`src/rtl/pc_pkg.sv`:
```
// rtl/pc_pkg.sv - op encodings and default parameters for the program-counter sequencer
package pc_pkg;

  typedef enum logic [2:0] {
    OP_INC    = 3'b000,
    OP_LOAD   = 3'b001,
    OP_BRANCH = 3'b010,
    OP_CALL   = 3'b011,
    OP_RET    = 3'b100
  } pc_op_e;

  localparam int PC_WIDTH       = 12;
  localparam int PC_OFS_W       = 8;
  localparam int PC_STACK_DEPTH = 4;
  localparam int PC_RESET_VEC   = 0;

endpackage

```
`src/rtl/pc_ret_stack.sv`:
```
// rtl/pc_ret_stack.sv - return-address stack; push/pop are already qualified by the caller
module pc_ret_stack #(
  parameter int WIDTH = 12,
  parameter int DEPTH = 4
) (
  input  logic             clock,
  input  logic             reset,
  input  logic             push,
  input  logic             pop,
  input  logic [WIDTH-1:0] push_data,
  output logic [WIDTH-1:0] top,
  output logic             full,
  output logic             empty
);

  localparam int CW = $clog2(DEPTH + 1);
  localparam int IW = (DEPTH > 1) ? $clog2(DEPTH) : 1;

  logic [WIDTH-1:0] mem [DEPTH];
  logic [CW-1:0]    count;
  logic [IW-1:0]    wr_idx;
  logic [IW-1:0]    rd_idx;

  // count is never DEPTH when writing, so truncating it to the index width is safe
  assign wr_idx = count[IW-1:0];
  assign rd_idx = wr_idx - 1'b1;
  assign top    = mem[rd_idx];
  assign full   = (count == CW'(DEPTH));
  assign empty  = (count == '0);

  always_ff @(posedge clock) begin
    if (reset) begin
      count <= '0;
    end else if (push && !full) begin
      mem[wr_idx] <= push_data;
      count       <= count + 1'b1;
    end else if (pop && !empty) begin
      count <= count - 1'b1;
    end
  end

endmodule

```
`src/rtl/pc_seq.sv`:
```
// rtl/pc_seq.sv - program-counter sequencer with inc/load/branch/call/ret and a return stack
module pc_seq
  import pc_pkg::*;
#(
  parameter int               WIDTH       = PC_WIDTH,
  parameter int               OFS_W       = PC_OFS_W,
  parameter int               STACK_DEPTH = PC_STACK_DEPTH,
  parameter logic [WIDTH-1:0] RESET_VEC   = WIDTH'(PC_RESET_VEC)
) (
  input  logic             clock,
  input  logic             reset,
  input  logic             hold,
  input  logic [2:0]       op,
  input  logic [WIDTH-1:0] d,
  input  logic [OFS_W-1:0] offset,
  output logic [WIDTH-1:0] q,
  output logic             carry,
  output logic             wrap,
  output logic             stack_full,
  output logic             stack_empty,
  output logic             stack_err
);

  logic [WIDTH-1:0] q_inc;
  logic [WIDTH-1:0] ofs_ext;
  logic [WIDTH-1:0] stk_top;
  logic             push;
  logic             pop;
  logic             active;

  assign q_inc   = q + 1'b1;
  assign ofs_ext = WIDTH'($signed(offset));
  assign carry   = &q;
  assign active  = !reset && !hold;
  assign push    = active && (op == OP_CALL) && !stack_full;
  assign pop     = active && (op == OP_RET) && !stack_empty;

  pc_ret_stack #(
    .WIDTH (WIDTH),
    .DEPTH (STACK_DEPTH)
  ) u_stack (
    .clock     (clock),
    .reset     (reset),
    .push      (push),
    .pop       (pop),
    .push_data (q_inc),
    .top       (stk_top),
    .full      (stack_full),
    .empty     (stack_empty)
  );

  always_ff @(posedge clock) begin
    if (reset) begin
      q         <= RESET_VEC;
      wrap      <= 1'b0;
      stack_err <= 1'b0;
    end else if (hold) begin
      wrap <= 1'b0;
    end else begin
      wrap <= 1'b0;
      case (op)
        OP_LOAD:   q <= d;
        OP_BRANCH: q <= q + ofs_ext;
        OP_CALL: begin
          q <= d;
          if (stack_full) stack_err <= 1'b1;
        end
        OP_RET: begin
          // an empty-stack return degrades to INC so execution keeps moving
          if (stack_empty) begin
            q         <= q_inc;
            wrap      <= carry;
            stack_err <= 1'b1;
          end else begin
            q <= stk_top;
          end
        end
        default: begin
          q    <= q_inc;
          wrap <= carry;
        end
      endcase
    end
  end

endmodule

```
`config.mk`:
```
export PLATFORM = sky130hd
export DESIGN_NAME = pc_seq
export DESIGN_NICKNAME = d
export VERILOG_FILES = /design/src/rtl/pc_pkg.sv /design/src/rtl/pc_ret_stack.sv /design/src/rtl/pc_seq.sv
export SDC_FILE = /design/constraint.sdc
export NUM_CORES = 1
export LEC_CHECK = 0
export ABC_AREA = 1
export BUFFER_PORTS_ARGS = -buffer_cell sky130_fd_sc_hd__buf_2
export CAP_MARGIN = 10
export CORE_MARGIN = 3
export CORE_UTILIZATION = 59
export CTS_BUF_LIST = sky130_fd_sc_hd__clkbuf_8 sky130_fd_sc_hd__clkbuf_16
export CTS_CLUSTER_SIZE = 16
export DETAILED_ROUTE_END_ITERATION = 8
export PLACE_DENSITY = 0.8
export SETUP_SLACK_MARGIN = 0.1
export SYNTH_ARGS = -nofsm -noshare
export SYNTH_HDL_FRONTEND = slang
export SYNTH_SLANG_ARGS = --single-unit
```
`constraint.sdc`:
```
create_clock -name clock -period 2.73 [get_ports clock]
set_input_delay 0.1365 -clock clock [delete_from_list [all_inputs] [get_ports clock]]
set_output_delay 0.1365 -clock clock [all_outputs]
set_load 0.01 [all_outputs]
```
-- Word-level counts from Yosys, hierarchy flattened
Memory sizes are Yosys's and may differ from the RTL's.
Cells that the tools add are included.
- equality and inequality tests: 7
- $add $sub $neg: 5
- bitwise operators: 1
- multiplexer cells: 12
- reductions and logical operators: 19
- operators by type and width (operator ; number):
    one-hot mux 12 bit (3 select lines) ; 1
    adder 12 x 1 -> 12 bit, second input constant ; 1
    adder 12 bit ; 1
    two-way mux 12 bit ; 1
    AND reduction 12 bit ; 1
    logical AND 1 bit ; 7
    equality test 3 x 2 -> 1 bit, second input constant ; 2
    equality test 3 bit, second input constant ; 2
    two-way mux 1 bit ; 6
    two-way mux 3 bit ; 2
    logical NOT 1 bit ; 4
    != test 2 x 1 -> 1 bit, second input constant ; 2
    one-hot mux 1 bit (2 select lines) ; 2
    AND reduction 4 bit ; 1
    nonzero test 2 bit ; 2
    OR reduction 2 bit ; 2
    adder 3 x 1 -> 3 bit, second input constant ; 1
    equality test 3 x 1 -> 1 bit, second input constant ; 1
    logical NOT 3 bit ; 1
    OR reduction 3 bit ; 1
    subtractor 3 x 1 -> 3 bit, second input constant ; 1
    subtractor 2 x 1 -> 2 bit, second input constant ; 1
    NOT 1 bit ; 1
- output and inout bits: 17
- logic and storage cells: 49
- memories kept: 1
- register bits after elaboration: 17
- RAM bits: 48
- memory list (memory ; words ; bits a word ; read ports ; clocked after Yosys merged registers in ; wr ports ; RTL line ; RTL):
    u_stack.mem ; 4 ; 12 ; 1 ; 0 ; 1 ; pc_ret_stack.sv:19 ; logic [WIDTH-1:0] mem [DEPTH];

-- Logic depth before layout (Yosys ltp)
- word-level depth: 8
- depth in mapped cells: 15
- depth with buffers taken out: 12

-- Cells and area by module
From an unflattened synthesis, not the netlist that was laid out.
- cell total of the unflattened synthesis: 472
- area total of the unflattened synthesis: 3905.0 sq um
- by module, submodules not included (module ; cells an instance ; area each (sq um) ; times used):
    pc_ret_stack ; 158 ; 2069.5 ; 1
    pc_seq ; 314 ; 1835.5 ; 1

-- Worst setup path after synthesis
No wires, ideal clock.
- kind: reg2reg
- start: reg u_stack.count[0]
- end: mem u_stack.mem[1][0], enable pin
- cell stages (with the launch flop): 8
- arrival time: 1809 ps
- data required time: 2350 ps
- slack: 540 ps
- buffers on the path: 2
- clock period less this slack: 2190 ps
- cell sequence: dfxtp_1 -> buf_2 -> inv_2 -> buf_4 -> ha_1 -> nand2_1 -> nand3_1 -> nor2_1
- word-level cells in the longest chain between the ends: 7
- RTL lines (what ; RTL line ; RTL):
    start, declared ; pc_ret_stack.sv:20 ; logic [CW-1:0] count;
    start signal, assigned ; pc_ret_stack.sv:36 ; count <= count + 1'b1;
    start signal, assigned ; pc_ret_stack.sv:38 ; count <= count - 1'b1;
    equality test 3 bit ; pc_ret_stack.sv:28 ; assign full = (count == CW'(DEPTH));
    logical NOT 1 bit ; pc_ret_stack.sv:34, pc_seq.sv:35 ;
    logical AND 1 bit ; pc_seq.sv:35 ; assign push = active && (op == OP_CALL) && !stack_full;
    logical AND 1 bit ; pc_ret_stack.sv:34 ; end else if (push && !full) begin
    two-way mux 1 bit ; pc_ret_stack.sv:34 ;
    two-way mux 1 bit ; pc_ret_stack.sv:32 ; if (reset) begin
    two-way mux 1 bit (not written as such) ; pc_ret_stack.sv:35 ; mem[wr_idx] <= push_data;
    end, declared ; pc_ret_stack.sv:19 ;
Several ways; a longest one is shown, not always the timed one.

-- Worst setup path in the final report
- start: reg q[1]
- end: out carry
- word-level cells in the longest chain between the ends: 1
- RTL lines (what ; RTL line ; RTL):
    start, declared ; pc_seq.sv:16 ; output logic [WIDTH-1:0] q,
    start signal, assigned ; pc_seq.sv:63 ; OP_BRANCH: q <= q + ofs_ext;
    start signal, assigned ; pc_seq.sv:71 ; q <= q_inc;
    start signal, assigned ; pc_seq.sv:75 ; q <= stk_top;
    AND reduction 12 bit ; pc_seq.sv:33 ; assign carry = &q;
    end, declared ; pc_seq.sv:17 ; output logic carry,
No other way between the ends.

==> metrics <==
Die Wd=86.1 um; final hold violation count=0; Yosys reg bits=65; Slew Limit Fails=0; largest net degree at the start of global routing=28; Reg clk slew, reported paths=0.07 ns; worst-margin pin slew=between 0.7 and 0.8 ns; part of the cycle the worst path needs=between 70 and 80%; Seq/Total Area, Yosys=a little under half; Min-Delay Path Class=input port to register; residual DRC count=0; sink count of the clock tree=65; Synth warnings=0; switching part of the total=a little over a quarter; initial antenna violation count=0; Setup TNS Final=0 ns; Max Buffers Root-to-Sink=2; IO Count=between 40 and 50; global route overflow=0; Worst Setup End Kind=output port; total track usage=26.3%; GPL Wtd Cong=0.912; WS Path Type=register to output port; commonest non-fill, non-tap cells in the layout=136 x nand2_1, 67 x inv_1, 60 x nand3_1; Rel. slew slack=between 40% and 50%; first-pass GRT wire length=about 15000 um; commonest non-fill, non-tap cell in the layout=nand2_1; antenna-violating nets left=0; detailed placer's ending HPWL=6650 um; drt initial violations=roughly 200; fmax=roughly 470 MHz; Clock Latency Late Sink=around 0.34 ns; worst clock skew=roughly 0.0054 ns; root buf cell=clkbuf_8; P per Cell Area=between 500 and 600 nW/um2; leakage power=2.00 nW; IO buf count=42; first-pass iteration count of the detailed router=5; Req. time, crit path=between 2 and 3 ns; Max Cap Violations=0; total power=approximately 2.1 mW; Mapped Area=3780 um2; ratio of cells with drive above 1 in the final layout=13.1%; Clock power frac=32.6%; Worst Setup Start Kind=register; RSZ-0062 raised after global routing=no; sequential share of power=between 50% and 60%; peak supply drop=between 0.0003 and 0.0004 V; internal power=1.57 mW; # diodes=0; Core Region=just over 6000 um2; Syn Nets=around 530; Num CTS Buffers=9; Synth cell types=28; Die Span Y=approximately 86 um; Initial Utilization=a little over three fifths; outcome=completed; num rows=28; drt total wl=9050 um; nets=573; critical path peak fanout=6; Period minus WS final=~2.1 ns; Via Count=3348; wire per inst=roughly 15 um; TritonCTS clock tree=yes; setup violators final=0; Mapped Cells=a little under 500; H-tree depth=3; Gate power share=15.4%; setup bufs post-CTS=0; vias per inst=5.51; Avg Cell Area, Syn=roughly 7.9 um2; Die Area=between 7000 and 8000 um2; Sw Pwr=between 500 and 600 uW; CP Data Arrival Time=between 1.5 and 2 ns; vias in the first global route=approximately 3200; Layout Area Growth over Synthesis=12.3%
[logic make-up (layout without fill, tap and decap cells)]
logic type                 Yosys count  count (layout)  synth area share [%]
AOI/OAI and AO/OA                   51              51                  7.07
buffers and inverters               78             130                  8.30
adders and majority gates           18              18                  6.35
xor gates and xnor gates             7               7                  1.62
DFF                                 65              65                  47.1
and+or+nand+nor                    262             262                  29.6
[layout make-up]
cell class | instances | area, um2
clock inverters | 4 | 15.0
inverters | 64 | 240
fillers | 492 | 1810
flip-flops and latches | 65 | 1780
clock buffers | 11 | 151
well taps | 75 | 93.8
multi-input cells | 338 | 1690
repair buffers | 51 | 280
[metal layers]
layer  part of all wire (%)  wire (um)  up-vias  track usage (%)
met5                      0          0        -                0
met3                    6.0        545       12             4.61
li1                       -          -     1669                -
met1                     45       4070     1544             36.6
met4                    1.6        144        0             8.06
met2                     47       4290      123             42.0
[registers in the layout, summed over array words and instances, names as in the netlist]
signal / cells
wrap: 1
stack_err: 1
q: 12
u_stack.mem: 48
u_stack.count: 3
[path summary, 6_finish.rpt]
check	startpoint	slack, ns	depth (start not counted)	end
hold / removal	hold	0.1	4	q[0]
hold reg to reg	stack_err	0.48	2	stack_err
setup reg to reg	u_stack.count[1]	0.68	9	u_stack.count[2]
setup / recovery	q[1]	0.61	8	carry
[worst max-delay path, stage by stage, from the launching register on]
cell and delay, ns:
dfxtp_1 0.45, ha_1 0.24, nand2_2 0.10, nor3_4 0.29
nand2_2 0.09, nor2_2 0.08, nand2_1 0.07, nor2_2 0.15
buf_2 0.17
[synth_stat cells (all sizes together)]
| master | n | share of area, % |
|---|---|---|
| a21oi | 24 | 3.2 |
| a31oi | 2 | 0.33 |
| and2 | 1 | 0.17 |
| and3 | 1 | 0.17 |
| buf | 11 | 1.7 |
| clkbuf | 3 | 0.30 |
| dfxtp | 17 | 9.0 |
| edfxtp | 48 | 38 |
| fa | 2 | 1.1 |
| ha | 16 | 5.3 |
| inv | 64 | 6.3 |
| nand2 | 138 | 14 |
| nand3 | 60 | 7.9 |
| nand3b | 3 | 0.59 |
| nand4 | 6 | 0.99 |
| nor2 | 50 | 5.2 |
| nor3 | 1 | 0.43 |
| o211ai | 2 | 0.40 |
| o21ai | 20 | 2.6 |
| o22ai | 2 | 0.33 |
| o31ai | 1 | 0.20 |
| or2 | 2 | 0.33 |
| xnor2 | 1 | 0.23 |
| xor2 | 6 | 1.4 |
[power by group through the flow]
stage          Clock, mW  Combinational, mW  Sequential, mW
6_report           0.699              0.331            1.11
5_1_grt            0.748              0.377            1.12
4_1_cts            0.698              0.328            1.11
3_5_place_dp           0              0.325            1.13
3_3_place_gp           0              0.315            1.13
2_1_floorplan          0              0.225            1.13
[repair_timing]
| action | CTS | global route |
|---|---|---|
| hold buffers | 1 | 0 |
| gates resized for setup | 0 | 0 |
| endpoints found under the hold margin | 1 | 0 |
[per-stage QoR]
step	utilization (%)	cells	worst slack, ns	hold slack, ns	area (um2)
detailed placement	67.2	592	0.727	0.348	4080
floorplan	-	481	0.540	0.209	3780
finish	70.1	608	0.610	0.0963	4250
global route	70.1	608	0.458	0.155	4250
global placement	67.2	592	0.805	0.344	4080
CTS	70.1	608	0.634	0.0912	4250
No activity file was read; power rests on OpenSTA's default activity.
